File: src/rtl/lanceur_pkg.sv
// Shared definitions for the dice-roll engine.
// - FaceTable  : face count of each selectable die, in selection order.
// - LimitTable : acceptance bound faces*floor(128/faces) for a 7-bit draw.
// - LfsrTaps   : Galois mask for x^16+x^14+x^13+x^11+1 (right-shifting form).
// - state_e    : roll FSM states.
package lanceur_pkg;

    localparam int unsigned NumDiceMax = 7;

    localparam logic [6:0] FaceTable [NumDiceMax] = '{
        7'd4, 7'd6, 7'd8, 7'd10, 7'd12, 7'd20, 7'd100
    };

    // Draws at or above this bound are rejected so every face keeps equal weight.
    localparam logic [7:0] LimitTable [NumDiceMax] = '{
        8'd128, 8'd126, 8'd128, 8'd120, 8'd120, 8'd120, 8'd100
    };

    localparam logic [15:0] LfsrTaps = 16'hB400;

    typedef enum logic [2:0] {
        StIdle,
        StDraw,
        StReduce,
        StBcd,
        StDone
    } state_e;

endpackage

File: src/rtl/lanceur_de_param_if.sv
// Button/result bundle between the board buttons, the dice engine and the
// 7-segment decoders.
// master : board side, drives the buttons and reads the roll outputs.
// slave  : dice engine, reads the buttons and drives the roll outputs.
interface lanceur_de_param_if;

    logic       Inc_Btn;
    logic       Dec_Btn;
    logic       Roll_Btn;
    logic [2:0] dice_sel;
    logic [6:0] faces;
    logic [6:0] result;
    logic [3:0] d_unit;
    logic [3:0] d_diz;
    logic [3:0] d_cent;
    logic       busy;
    logic       valid;

    modport master (
        output Inc_Btn, Dec_Btn, Roll_Btn,
        input  dice_sel, faces, result, d_unit, d_diz, d_cent, busy, valid
    );

    modport slave (
        input  Inc_Btn, Dec_Btn, Roll_Btn,
        output dice_sel, faces, result, d_unit, d_diz, d_cent, busy, valid
    );

endinterface

File: src/rtl/detect_front.sv
// Rising-edge detector for one already-synchronised button level.
// Ports: Clk, Rst (synchronous, active high), i_btn level in,
//        o_rise high for the single cycle where i_btn=1 and last cycle was 0.
module detect_front (
    input  logic Clk,
    input  logic Rst,
    input  logic i_btn,
    output logic o_rise
);

    logic r_prev;

    always_ff @(posedge Clk) begin
        if (Rst) begin
            r_prev <= 1'b0;
        end else begin
            r_prev <= i_btn;
        end
    end

    assign o_rise = i_btn & ~r_prev;

endmodule

File: src/rtl/lanceur_de_param.sv
// Parametrised dice-roll engine.
// Ports: Clk, Rst (synchronous, active high), bus (slave side of
//        lanceur_de_param_if): Inc/Dec/Roll buttons in; die index, face count,
//        last result, its BCD digits, busy and valid out.
// Buttons select a die (with wrap), a roll draws an unbiased value 1..faces
// from a free-running LFSR, reduces it by repeated subtraction and converts it
// to BCD one step per cycle; outputs only change on publish or selection clear.
module lanceur_de_param
    import lanceur_pkg::*;
#(
    parameter int unsigned NB_DICE     = 7,
    parameter int unsigned DEFAULT_SEL = 1,
    parameter int unsigned LFSR_W      = 16,
    parameter logic [15:0] SEED        = 16'hACE1
) (
    input logic               Clk,
    input logic               Rst,
    lanceur_de_param_if.slave bus
);

    if (NB_DICE < 1 || NB_DICE > NumDiceMax || DEFAULT_SEL >= NB_DICE || LFSR_W != 16)
    begin : g_bad_param
        $error("lanceur_de_param: unsupported parameter set");
    end

    localparam logic [2:0]        SelMax     = 3'(NB_DICE - 1);
    localparam logic [2:0]        SelDefault = 3'(DEFAULT_SEL);
    localparam logic [LFSR_W-1:0] LfsrMask   = LFSR_W'(LfsrTaps);
    // An all-zero LFSR would lock up, so a zero seed is replaced by 1.
    localparam logic [LFSR_W-1:0] SeedEff    = (SEED == 16'h0) ? LFSR_W'(1) : LFSR_W'(SEED);

    logic w_inc_ev, w_dec_ev, w_roll_ev;

    state_e            r_state, w_state_next;
    logic [2:0]        r_sel, w_sel_next;
    logic [LFSR_W-1:0] r_lfsr, w_lfsr_next;
    logic [6:0]        r_work, w_work_next;    // draw, then remainder, then BCD residue
    logic [6:0]        r_value, w_value_next;  // result waiting for publish
    logic [3:0]        r_wcent, w_wcent_next;
    logic [3:0]        r_wdiz, w_wdiz_next;
    logic [3:0]        r_wunit, w_wunit_next;
    logic [6:0]        r_result, w_result_next;
    logic [3:0]        r_cent, w_cent_next;
    logic [3:0]        r_diz, w_diz_next;
    logic [3:0]        r_unit, w_unit_next;
    logic              r_valid, w_valid_next;

    logic [6:0] w_faces;
    logic [7:0] w_limit;

    detect_front u_det_inc (
        .Clk    (Clk),
        .Rst    (Rst),
        .i_btn  (bus.Inc_Btn),
        .o_rise (w_inc_ev)
    );

    detect_front u_det_dec (
        .Clk    (Clk),
        .Rst    (Rst),
        .i_btn  (bus.Dec_Btn),
        .o_rise (w_dec_ev)
    );

    detect_front u_det_roll (
        .Clk    (Clk),
        .Rst    (Rst),
        .i_btn  (bus.Roll_Btn),
        .o_rise (w_roll_ev)
    );

    assign w_faces = FaceTable[r_sel];
    assign w_limit = LimitTable[r_sel];

    always_comb begin
        w_state_next  = r_state;
        w_sel_next    = r_sel;
        w_work_next   = r_work;
        w_value_next  = r_value;
        w_wcent_next  = r_wcent;
        w_wdiz_next   = r_wdiz;
        w_wunit_next  = r_wunit;
        w_result_next = r_result;
        w_cent_next   = r_cent;
        w_diz_next    = r_diz;
        w_unit_next   = r_unit;
        w_valid_next  = r_valid;
        w_lfsr_next   = (r_lfsr >> 1) ^ (r_lfsr[0] ? LfsrMask : '0);

        unique case (r_state)
            StIdle: begin
                // Roll has priority; simultaneous Inc+Dec cancel out.
                if (w_roll_ev) begin
                    w_state_next = StDraw;
                    w_valid_next = 1'b0;
                end else if (w_inc_ev ^ w_dec_ev) begin
                    if (w_inc_ev) begin
                        w_sel_next = (r_sel == SelMax) ? 3'd0 : r_sel + 3'd1;
                    end else begin
                        w_sel_next = (r_sel == 3'd0) ? SelMax : r_sel - 3'd1;
                    end
                    w_valid_next  = 1'b0;
                    w_result_next = '0;
                    w_cent_next   = '0;
                    w_diz_next    = '0;
                    w_unit_next   = '0;
                end
            end
            StDraw: begin
                if ({1'b0, r_lfsr[6:0]} < w_limit) begin
                    w_work_next  = r_lfsr[6:0];
                    w_state_next = StReduce;
                end
            end
            StReduce: begin
                if (r_work >= w_faces) begin
                    w_work_next = r_work - w_faces;
                end else begin
                    w_value_next = r_work + 7'd1;
                    w_work_next  = r_work + 7'd1;
                    w_wcent_next = '0;
                    w_wdiz_next  = '0;
                    w_state_next = StBcd;
                end
            end
            StBcd: begin
                if (r_work >= 7'd100) begin
                    w_work_next  = r_work - 7'd100;
                    w_wcent_next = r_wcent + 4'd1;
                end else if (r_work >= 7'd10) begin
                    w_work_next = r_work - 7'd10;
                    w_wdiz_next = r_wdiz + 4'd1;
                end else begin
                    w_wunit_next = r_work[3:0];
                    w_state_next = StDone;
                end
            end
            StDone: begin
                w_result_next = r_value;
                w_cent_next   = r_wcent;
                w_diz_next    = r_wdiz;
                w_unit_next   = r_wunit;
                w_valid_next  = 1'b1;
                w_state_next  = StIdle;
            end
            default: begin
                w_state_next = StIdle;
            end
        endcase
    end

    always_ff @(posedge Clk) begin
        if (Rst) begin
            r_state  <= StIdle;
            r_sel    <= SelDefault;
            r_lfsr   <= SeedEff;
            r_work   <= '0;
            r_value  <= '0;
            r_wcent  <= '0;
            r_wdiz   <= '0;
            r_wunit  <= '0;
            r_result <= '0;
            r_cent   <= '0;
            r_diz    <= '0;
            r_unit   <= '0;
            r_valid  <= 1'b0;
        end else begin
            r_state  <= w_state_next;
            r_sel    <= w_sel_next;
            r_lfsr   <= w_lfsr_next;
            r_work   <= w_work_next;
            r_value  <= w_value_next;
            r_wcent  <= w_wcent_next;
            r_wdiz   <= w_wdiz_next;
            r_wunit  <= w_wunit_next;
            r_result <= w_result_next;
            r_cent   <= w_cent_next;
            r_diz    <= w_diz_next;
            r_unit   <= w_unit_next;
            r_valid  <= w_valid_next;
        end
    end

    assign bus.dice_sel = r_sel;
    assign bus.faces    = w_faces;
    assign bus.result   = r_result;
    assign bus.d_unit   = r_unit;
    assign bus.d_diz    = r_diz;
    assign bus.d_cent   = r_cent;
    assign bus.busy     = (r_state != StIdle);
    assign bus.valid    = r_valid;

endmodule

File: src/flat_wrapper.sv
// flat-port wrapper written by rule: the top's interface ports become plain ports
module lanceur_de_param_flat import lanceur_pkg::*;
#(
    parameter int unsigned NB_DICE     = 7,
    parameter int unsigned DEFAULT_SEL = 1,
    parameter int unsigned LFSR_W      = 16,
    parameter logic [15:0] SEED        = 16'hACE1
)
  (Clk, Rst, bus_Inc_Btn, bus_Dec_Btn, bus_Roll_Btn, bus_dice_sel, bus_faces, bus_result, bus_d_unit, bus_d_diz, bus_d_cent, bus_busy, bus_valid);
  lanceur_de_param_if bus_i ();
  input logic Clk;
  input logic Rst;
  input wire logic [$bits(bus_i.Inc_Btn)-1:0] bus_Inc_Btn;
  input wire logic [$bits(bus_i.Dec_Btn)-1:0] bus_Dec_Btn;
  input wire logic [$bits(bus_i.Roll_Btn)-1:0] bus_Roll_Btn;
  output wire logic [$bits(bus_i.dice_sel)-1:0] bus_dice_sel;
  output wire logic [$bits(bus_i.faces)-1:0] bus_faces;
  output wire logic [$bits(bus_i.result)-1:0] bus_result;
  output wire logic [$bits(bus_i.d_unit)-1:0] bus_d_unit;
  output wire logic [$bits(bus_i.d_diz)-1:0] bus_d_diz;
  output wire logic [$bits(bus_i.d_cent)-1:0] bus_d_cent;
  output wire logic [$bits(bus_i.busy)-1:0] bus_busy;
  output wire logic [$bits(bus_i.valid)-1:0] bus_valid;
  assign bus_i.Inc_Btn = bus_Inc_Btn;
  assign bus_i.Dec_Btn = bus_Dec_Btn;
  assign bus_i.Roll_Btn = bus_Roll_Btn;
  assign bus_dice_sel = bus_i.dice_sel;
  assign bus_faces = bus_i.faces;
  assign bus_result = bus_i.result;
  assign bus_d_unit = bus_i.d_unit;
  assign bus_d_diz = bus_i.d_diz;
  assign bus_d_cent = bus_i.d_cent;
  assign bus_busy = bus_i.busy;
  assign bus_valid = bus_i.valid;
  lanceur_de_param #(.NB_DICE(NB_DICE), .DEFAULT_SEL(DEFAULT_SEL), .LFSR_W(LFSR_W), .SEED(SEED)) u_core (.Clk(Clk), .Rst(Rst), .bus(bus_i));
endmodule
File: config.mk
export PLATFORM = sky130hd
export DESIGN_NAME = lanceur_de_param_flat
export DESIGN_NICKNAME = d
export VERILOG_FILES = /design/src/rtl/lanceur_pkg.sv /design/src/rtl/lanceur_de_param_if.sv /design/src/rtl/detect_front.sv /design/src/rtl/lanceur_de_param.sv /design/src/flat_wrapper.sv
export SDC_FILE = /design/constraint.sdc
export NUM_CORES = 1
export LEC_CHECK = 0
export ABC_CLOCK_PERIOD_IN_PS = 4000
export CAP_MARGIN = 20
export CORE_MARGIN = 5
export CORE_UTILIZATION = 55
export DETAILED_ROUTE_END_ITERATION = 10
export PLACE_DENSITY = 0.84
export SLEW_MARGIN = 20
export SYNTH_ARGS = -nofsm -noshare
export SYNTH_HDL_FRONTEND = slang
export SYNTH_HIERARCHICAL = 1
export SYNTH_SLANG_ARGS = --single-unit
File: constraint.sdc
create_clock -name Clk -period 4 [get_ports Clk]
set_clock_uncertainty 0.2 [all_clocks]
set_input_delay 0.6 -clock Clk [delete_from_list [all_inputs] [get_ports Clk]]
set_output_delay 0.6 -clock Clk [all_outputs]
set_load 0.02 [all_outputs]
# Word-level counts from Yosys, hierarchy flattened
# Memories as Yosys holds them, arrays and structs flattened.
# Index checks and enable logic that the tools add are counted.
# totals
regBits	71
out_inout_bits	31
mem_count	2
wordCells	111
romBits	120
in_bits	5
# memory_table
name	words	word_bits	rd	rd_ports_with_merged_regs	write_ports	line_no	source
(name not given)	8	8	1	0	0	lanceur_de_param.sv:73	assign w_limit = LimitTable[r_sel];
(name not given)	8	7	1	0	0	lanceur_de_param.sv:72	assign w_faces = FaceTable[r_sel];
# op_classes
addsub	8
n_bitwise	13
muxes	36
eq_ne	16
n_reduce_logical	15
magnitude_cmp	5
# op_table
operator	count
two-way mux 7 bit	8
case mux 4 bit (2 select lines)	5
two-way mux 3 bit	8
two-way mux 4 bit	6
case mux 7 bit (3 select lines)	1
two-way mux 16 bit	1
two-way mux 8 bit	2
XOR 15 x 16 -> 16 bit	1
AND reduction 3 bit	5
case mux 7 bit (2 select lines)	1
case mux 3 bit (4 select lines)	1
inequality test 2 bit (second input constant)	5
adder 4 x 1 -> 4 bit (second input constant)	2
< comparator 7 x 8 -> 1 bit	1
inequality test 2 x 1 -> 1 bit (second input constant)	4
adder 7 x 1 -> 7 bit (second input constant)	1
>= comparator 7 x 4 -> 1 bit (second input constant)	1
>= comparator 7 bit	1
>= comparator 7 bit (second input constant)	1
NOT 1 bit	7
subtractor 7 x 4 -> 7 bit (second input constant)	1
subtractor 7 bit	1
subtractor 7 bit (second input constant)	1
equality test 3 x 2 -> 1 bit (second input constant)	2
other kinds (18)	26

# Longest topological paths before layout
# Gate-level depths: netlist of run 1.
# depth
depth_word	7
mapped_depth	13
depth_no_buf	10

# Cells and area by module
# Netlist of run 1, hierarchy kept.
# by_module_without_submodules
module	instances	area_each_um2	cells_per_inst	seq_area_each_um2
lanceur_de_param	1	3744.8	442	1361.3
detect_front	3	47.5	3	20.0

# Worst setup path after synthesis of run 1
# OpenSTA, ideal clock, no wires.
# synth_path
path_kind	flip-flop to flip-flop
startpoint	register u_core.r_sel[2] (netlist: u_core/bus.dice_sel[2])
endpoint	register u_core.r_wcent[0]
synth_period_minus_slack_ns	3.599
arrival_time_ns	3.278
slack_ns	0.401
path_stages_with_launch	12
path_buffers	2
t_required_ns	3.679
path_cell_list	dfxtp_1 buf_4 clkbuf_1 nor2_1 ha_1 inv_1 fa_1 a31o_2 a2111oi_4 o21bai_1 a21oi_1 mux2_2
# synth_between
elab_chain_len	7
# synth_rtl
element	line_no	source
from (decl)	lanceur_de_param.sv:35	logic [2:0] r_sel, w_sel_next;
from (signal assigned)	lanceur_de_param.sv:155	r_sel <= SelDefault;
from (signal assigned)	lanceur_de_param.sv:169	r_sel <= w_sel_next;
NOT 3 -> 4 bit (implied by the code)	lanceur_de_param.sv:72	
memory (8 x 7 bit)	-	
two-way mux 7 bit (implied by the code) (2 in a row)	lanceur_de_param.sv:72	
via bus_faces[1]	flat_wrapper.sv:17	output wire logic [$bits(bus_i.faces)-1:0] bus_faces;
>= comparator 7 bit	lanceur_de_param.sv:116	if (r_work >= w_faces) begin
inequality test 2 bit (no line)	-	
AND reduction 3 bit (no line)	-	
to (signal assigned)	lanceur_de_param.sv:173	r_wcent <= w_wcent_next;
to (decl)	lanceur_de_param.sv:39	logic [3:0] r_wcent, w_wcent_next;
# The timed path passes the listed nets, and every way through them passes these cells. The select of a mux whose other input is x is not followed.
# A chain may end at the register's enable or synchronous reset.

# Final worst setup path of run 1
# layout_path
startpoint	register u_core.r_sel[0] (netlist: u_core/bus.dice_sel[0])
endpoint	register u_core.r_work[5]
# layout_between
elab_chain_len	7
word_cells_on_any_way	14
classes_between	add/sub (1); order compare (2); eq/ne (1); mux (6); bitwise (1); reduce/logical (1); memory (2)
# layout_rtl
element	line_no	source
NOT 3 -> 4 bit (implied by the code) *	lanceur_de_param.sv:72, lanceur_de_param.sv:73	
memory (8 x 7 bit) / memory (8 x 8 bit) (equally long branches)	-	
two-way mux 7 bit (implied by the code) / two-way mux 8 bit (equally long branches) (2 in a row)	lanceur_de_param.sv:72, lanceur_de_param.sv:73	
subtractor 7 bit (tied with other cells)	lanceur_de_param.sv:117	w_work_next = r_work - w_faces;
two-way mux 7 bit / inequality test 2 x 1 -> 1 bit (equally long branches)	-	
case mux 7 bit (3 select lines) / AND reduction 3 bit (equally long branches)	-	
to (signal assigned)	lanceur_de_param.sv:171	r_work <= w_work_next;
to (decl)	lanceur_de_param.sv:37	logic [6:0] r_work, w_work_next;
# Every way passes the cells marked *; elsewhere a longest branch is shown, timed or not. The select of a mux whose other input is x is not followed.

==> summary.md, run 1 <==
| Metric | Value |
|---|---|
| Outcome | finished, final reports clean |
| HPWL after detailed placement | 6.790 mm |
| Flop pwr share | 33.9% |
| GRT overflow | 0 |
| Final TNS setup | 0 ps |
| Combinational share of power | 39.9% |
| Slew HR | 49.93% |
| Distinct cells, synth | 64 |
| Num rows | 30 |
| RSZ-0062 raised after global routing | no |
| Min-delay src | u_core/r_lfsr[12] |
| PwrDens | 589.7 nW/um^2 |
| R2R Path Start | u_core/bus.dice_sel[0] |
| Cell Int Power | 1623 uW |
| Crit path DAT | 3750 ps |
| Drt via density | 6.056 |
| Tmin final | 3704 ps |
| Hold/Removal Path Class | flop to flop |
| Ys Warns | 6 |
| Yosys reg bits | 71 |
| RePlAce Congestion | 0.9748 |
| Fill count | 565 |
| Asr flop ratio synth | 0% |
| Core area | 6832 um^2 |
| Hold-fix buffers at CTS | 0 |
| Pin count of the biggest net entering global routing | 66 |
| Clock Latency Late Sink | 340 ps |
| Inserted Clock Buffers | 9 |
| CTS Sinks | 71 |
| Synth Net Count | 482 |
| Endpoints failing hold | 0 |
| Area leader, netlist | dfxtp_1 |
| Leak | 0.001752 uW |
| Ant. Diodes | 0 |
| Sw Share | 39.01% |
| DRT antenna net count | 0 |
| Slowest cell on crit path | a2111oi_4 |
| Commonest cells in the synthesized netlist | dfxtp_1 (71), nor2_1 (44), nand2_1 (42) |
| First-pass GRT wire length | 15.78 mm |
| Total global-route track usage | 22.57% |
| Critical path cell sequence | inv_1, nor2_1, ha_1, inv_1, fa_1, a31o_2, a2111oi_4, o21a_1, buf_4, a22oi_1, a311oi_1 |
| DIE AREA | 8849 um^2 |
| Pins Over Slew Limit | 0 |
| Number of flops mapped to enable cells by yosys | 0 |
| Crit Path Category | flop to flop |
| Initial core utilization | 56.90% |
| Remaining DRCs | 0 |
| Layout Cells excl Fill | 576 |
| Vias after detailed routing | 3,488 |
| Clock transition at path regs | 70 ps |
| Maxcap violations | 0 |
| Vias in the first global route | 3,312 |
| Worst path max stage delay | 610 ps |
| Initial antenna violation count | 0 |
| Least-Margin Pin Slew | 751.0 ps |
| Largest fanout on the critical path | 10 |
| Register area share after synthesis | 36.56% |
| Crit. Startpoint | u_core/bus.dice_sel[0] |
| Setup Fix Bufs, Post-CTS | 0 |
| Power share of the clock group | 26.2% |
| Required time worst endpoint | 4050 ps |
| Routed WL | 9.562 mm |
| I/O pin count | 36 |
| Maximum clock rate | 0.2700 GHz |
| Share of the synthesized area in the top cell type | 36.56% |
| Layout cells sized above 1 | 10.63% |
| Area growth syn-to-layout | 16.12% |
| Synth area leaders | dfxtp_1 (37%), ha_1 (8.0%), nor2_1 (4.2%) |
| Placed insts | 560 |
| Most Frequent Cell on Critical Path | inv_1 |
| Synth Flop Type | dfxtp_1 |
| H-tree level count | 3 |
| CTS-repair resized insts | 0 |
| Final nets | 506 |
| Starting DRC count in detailed routing | 299 |
| Die Y | 94.07 um |
| Clock buffer depth | 2 |
| Critical Path End Type | flop |
| Most common cell in the netlist | dfxtp_1 |
| Final setup violation count | 0 |
| CP top delay family | compound AO/OA/AOI/OAI gates |
| DR pass1 iterations | 5 |
| Net Switching | 1039 uW |
| DR WL/cell | 16.60 um |
| Max VDD drop | 0.0003966 V |
| Synth Cell Area | 3887 um^2 |
| CTS root buf | clkbuf_8 |
| Crit path launch type | flop |
| Tcrit/Tclk final | 92.60% |
| Syn avg cell area | 8.620 um^2 |
| IO buf count | 34 |
| Worst Path Buf+Inv | 3 |
| CTS tree | done |
| Cells after Synth | 451 |
| Die width | 94.07 um |
-- logic make-up after synthesis --
kind of cell	after synthesis	synth area share, %
other	1	0.09646
adder cells (fa/ha/maj)	26	8.561
buffers and inverters	45	4.989
AO/OA/AOI/OAI	117	21.31
XOR/XNOR	14	3.154
multiplexers	11	3.251
AND/OR/NAND/NOR	166	22.08
flip-flops	71	36.56
-- cells in the final DEF (no fill, tap or decap), types with 6 or more instances in the layout --
master           netlist  routed
xnor2_1               12      12
nand2_1               42      42
clkbuf_8               0      10
nor3_1                 7       7
inv_1                 15      15
o21ai_0               18      18
nor2_1                44      44
mux2i_1                7       7
or2_2                  9       9
nor2b_1               13      13
ha_1                  25      25
a22oi_1               21      21
nor2b_4                6       6
nand3_1               16      16
clkdlybuf4s50_1        0      33
or3_1                  7       7
a211oi_1               7       7
buf_4                  4       8
dfxtp_1               71      71
nand4_1                8       8
a21oi_1               24      24
-- final cells by class --
type / instances / area, um^2 / area share (%)
Clock buffer: 11 / 141.4 / 3.132
Multi-Input combinational cell: 335 / 2272 / 50.33
Sequential cell: 71 / 1421 / 31.49
Clock inverter: 5 / 103.9 / 2.300
Tap cell: 96 / 120.1 / 2.661
Timing Repair Buffer: 42 / 395.4 / 8.758
Inverter: 16 / 60.06 / 1.330
-- flip-flops by register name (all words and copies together) (netlist names), 4 cells and up --
name / flops
u_core/r_lfsr: 16
u_core/bus.d_cent: 4
u_core/r_wdiz: 4
u_core/bus.result: 7
u_core/r_value: 7
u_core/r_work: 7
u_core/bus.d_unit: 4
u_core/bus.d_diz: 4
u_core/r_wcent: 4
u_core/r_wunit: 4
-- stage by stage --
stage          setup WS, ps  instance area (um^2)  hold WS, ps  util (%)  total power [uW]
2_1_floorplan         401.4                  3887        189.5         -              1638
3_3_place_gp          575.6                  4269        193.7     62.49              1905
3_5_place_dp          371.8                  4269        197.3     62.49              1936
4_1_cts               351.4                  4514        226.2     66.08              2641
5_1_grt               143.5                  4514        233.6     66.08              2797
6_report              296.2                  4514        218.6     66.08              2662
-- worst paths after layout --
kind                                          end  slack (ps)  depth (start not counted)
worst max-delay path             u_core/r_work[5]         300                         11
worst min-delay path            u_core/r_lfsr[11]         220                          1
worst max register to register   u_core/r_work[5]         300                         11
worst min register to register  u_core/r_lfsr[11]         220                          1
-- power by group through the flow --
| stage | combinational [uW] | sequential (uW) | clock (uW) |
|---|---|---|---|
| after global placement | 996 | 909 | 0 |
| after detailed placement | 1020 | 914 | 0 |
| after global routing | 1150 | 913 | 737 |
| final | 1060 | 903 | 698 |
| after floorplan | 804 | 835 | 0 |
| after CTS | 1040 | 896 | 709 |
-- metal layers --
metal  routed length (um)  track usage [%]
met5                    0                0
met4                  243            8.544
met3                  631            5.929
met2                 4548            37.08
met1                 4138            28.24
Power figures use the tool's default switching activity.
==> run 2, diff against run 1 <==
--- a/config.mk
+++ b/config.mk
@@ -7,7 +7,6 @@
 export LEC_CHECK = 0
 export ABC_CLOCK_PERIOD_IN_PS = 4000
 export CAP_MARGIN = 20
-export CORE_MARGIN = 5
 export CORE_UTILIZATION = 55
 export DETAILED_ROUTE_END_ITERATION = 10
 export PLACE_DENSITY = 0.84
==> run 2 against run 1 <==
Total power down 2.0%; routed wire length decreased by 0.43%; worst setup slack better by 61 ps; critical endpoint is now u_core/r_wcent[0]; largest power group unchanged.
==> summary.md, run 2 (same netlist as run 1, synthesis figures left out) <==
| Metric | Value |
|---|---|
| Outcome | finished, final reports clean (unchanged) |
| Pin count of the biggest net entering global routing | 60 (was 66) |
| CTS Sinks | 71 (unchanged) |
| Die Y | 86.07 um (was 94.07 um) |
| Largest fanout on the critical path | 9 (was 10) |
| Clock Latency Late Sink | 350 ps (was 340 ps) |
| Max FFs per register | 16 (unchanged) |
| Required time worst endpoint | 4040 ps (was 4050 ps) |
| Critical Path End Type | flop (unchanged) |
| Ant. Diodes | 0 (unchanged) |
| Slowest cell on crit path | a2111oi_4 (unchanged) |
| Most common cell after layout, fill and taps aside | dfxtp_1 (unchanged) |
| RePlAce Congestion | 0.9691 (was 0.9748) |
| Maximum clock rate | 0.2745 GHz (was 0.2700 GHz) |
| Vias in the first global route | 3,089 (was 3,312) |
| Initial antenna violation count | 0 (unchanged) |
| Core area | 6794 um^2 (was 6832 um^2) |
| I/O pin count | 36 (unchanged) |
| H-tree level count | 3 (unchanged) |
| Pins Over Slew Limit | 0 (unchanged) |
| HPWL after detailed placement | 6.655 mm (was 6.790 mm) |
| Total global-route track usage | 26.99% (was 22.57%) |
| Die width | 86.07 um (was 94.07 um) |
| Setup Fix Bufs, Post-CTS | 0 (unchanged) |
| Remaining DRCs | 0 (unchanged) |
| Largest Register | u_core/r_lfsr (unchanged) |
| Multi-input gate area | 2273 um^2 (was 2272 um^2) |
| CTS root buf | clkbuf_8 (unchanged) |
| Least-Margin Pin Slew | 767.3 ps (was 751.0 ps) |
| Worst Path Buf+Inv | 2 (was 3) |
| Final setup violation count | 0 (unchanged) |
| Starting DRC count in detailed routing | 311 (was 299) |
| DIE AREA | 7408 um^2 (was 8849 um^2) |
| Post-DP Area | 4284 um^2 (was 4269 um^2) |
| Leak | 0.001749 uW (was 0.001752 uW) |
| Max VDD drop | 0.0003639 V (was 0.0003966 V) |
| Drt via density | 5.936 (was 6.056) |
| Tmin final | 3643 ps (was 3704 ps) |
| Worst path max stage delay | 590 ps (was 610 ps) |
| Final TNS setup | 0 ps (unchanged) |
| Fill count | 556 (was 565) |
| Num rows | 30 (unchanged) |
| CP top delay family | compound AO/OA/AOI/OAI gates (unchanged) |
| Critical path cell sequence | inv_1, nor2_1, ha_1, inv_1, fa_1, a31o_2, a2111oi_4, o21bai_1, a21oi_1, mux2_2 (was inv_1, nor2_1, ha_1, inv_1, fa_1, a31o_2, a2111oi_4, o21a_1, buf_4, a22oi_1, a311oi_1) |
| Maxcap violations | 0 (unchanged) |
| Routed WL | 9.521 mm (was 9.562 mm) |
| RSZ-0062 raised after global routing | no (unchanged) |
| DR WL/cell | 16.47 um (was 16.60 um) |
| Initial core utilization | 57.22% (was 56.90%) |
| GRT overflow | 0 (unchanged) |
| IO buf count | 34 (unchanged) |
| Design area | 4508 um^2 (was 4514 um^2) |
| Slew HR | 48.85% (was 49.93%) |
| Most Frequent Cell on Critical Path | inv_1 (unchanged) |
| Vias after detailed routing | 3,431 (was 3,488) |
| Reg area | 1421 um^2 (unchanged) |
| Endpoints failing hold | 0 (unchanged) |
| Inserted Clock Buffers | 9 (unchanged) |
| Layout cells sized above 1 | 11.20% (was 10.63%) |
| Clock transition at path regs | 80 ps (was 70 ps) |
| Clock buffer depth | 2 (unchanged) |
| First-pass GRT wire length | 15.35 mm (was 15.78 mm) |
| Area growth syn-to-layout | 15.96% (was 16.12%) |
| Hold/Removal Path Class | flop to flop (unchanged) |
| DRT antenna net count | 0 (unchanged) |
| Most frequent cells in the layout | dfxtp_1 (71), nor2_1 (44), nand2_1 (42), clkdlybuf4s50_1 (33), ha_1 (25) (unchanged) |
| Crit path DAT | 3680 ps (was 3750 ps) |
| Final nets | 508 (was 506) |
| DR pass1 iterations | 5 (unchanged) |
| Tcrit/Tclk final | 91.07% (was 92.60%) |
| CTS tree | done (unchanged) |
| Crit Path Category | flop to flop (unchanged) |
| PwrDens | 578.7 nW/um^2 (was 589.7 nW/um^2) |
| Crit path launch type | flop (unchanged) |
run 2: layer usage:
| metal | share of wire [%] | routed length, um | track usage (%) |
|---|---|---|---|
| met5 | 0 | 0 | 0 |
| met4 | 3.1 | 295 | 13.18 |
| met1 | 43 | 4130 | 35.41 |
| met2 | 47 | 4474 | 42.06 |
| met3 | 6.5 | 620 | 5.871 |
run 2: final timing paths:
| kind | startpoint | endpoint | slack [ps] | depth (start not counted) |
|---|---|---|---|---|
| setup reg to reg | u_core/bus.dice_sel[0] | u_core/r_wcent[0] | 360 | 10 |
| hold reg to reg | u_core/r_lfsr[7] | u_core/r_lfsr[6] | 210 | 1 |
| setup / recovery | u_core/bus.dice_sel[0] | u_core/r_wcent[0] | 360 | 10 |
| hold / removal | u_core/r_lfsr[7] | u_core/r_lfsr[6] | 210 | 1 |
run 2: area by class of cell:
cell class              count  share of cell area (%)
repair buffers             44                   9.104
inverters                  16                   1.332
clock buffers              11                   3.136
clock inverters             5                   1.804
flip-flops and latches     71                   31.53
multi-input cells         335                   50.43
well taps                  96                   2.664
run 2: timing repair:
action | 4_1_cts | 5_1_grt
hold endpoints to repair | 0 | 0
gates resized for setup | 0 | 1
setup endpoints to repair | 0 | 4
hold buffers | 0 | 0
run 2: stage by stage:
stage          setup WS (ps)  hold WS, ps  power [uW]  util, %  std cells
2_1_floorplan          401.4        189.5        1638        -        451
3_3_place_gp           442.1        194.3        1922    63.06        562
3_5_place_dp           279.2        194.0        1939    63.06        562
4_1_cts                231.1        218.2        2583    66.34        578
5_1_grt                132.8        233.4        2756    66.35        578
6_report               357.0        212.9        2609    66.35        578
run 2: power by group:
group | switching, uW | total, uW | internal, uW
clock network | 272 | 640 | 368
logic | 651 | 1070 | 423
registers | 122 | 895 | 773
==> run 3, diff against run 2 <==
--- a/config.mk
+++ b/config.mk
@@ -8,6 +8,7 @@
 export ABC_CLOCK_PERIOD_IN_PS = 4000
 export CAP_MARGIN = 20
 export CORE_UTILIZATION = 55
+export CTS_CLUSTER_SIZE = 30
 export DETAILED_ROUTE_END_ITERATION = 10
 export PLACE_DENSITY = 0.84
 export SLEW_MARGIN = 20
==> results of run 3 <==
Final layout, timing and power as in run 2 (identical DEF).
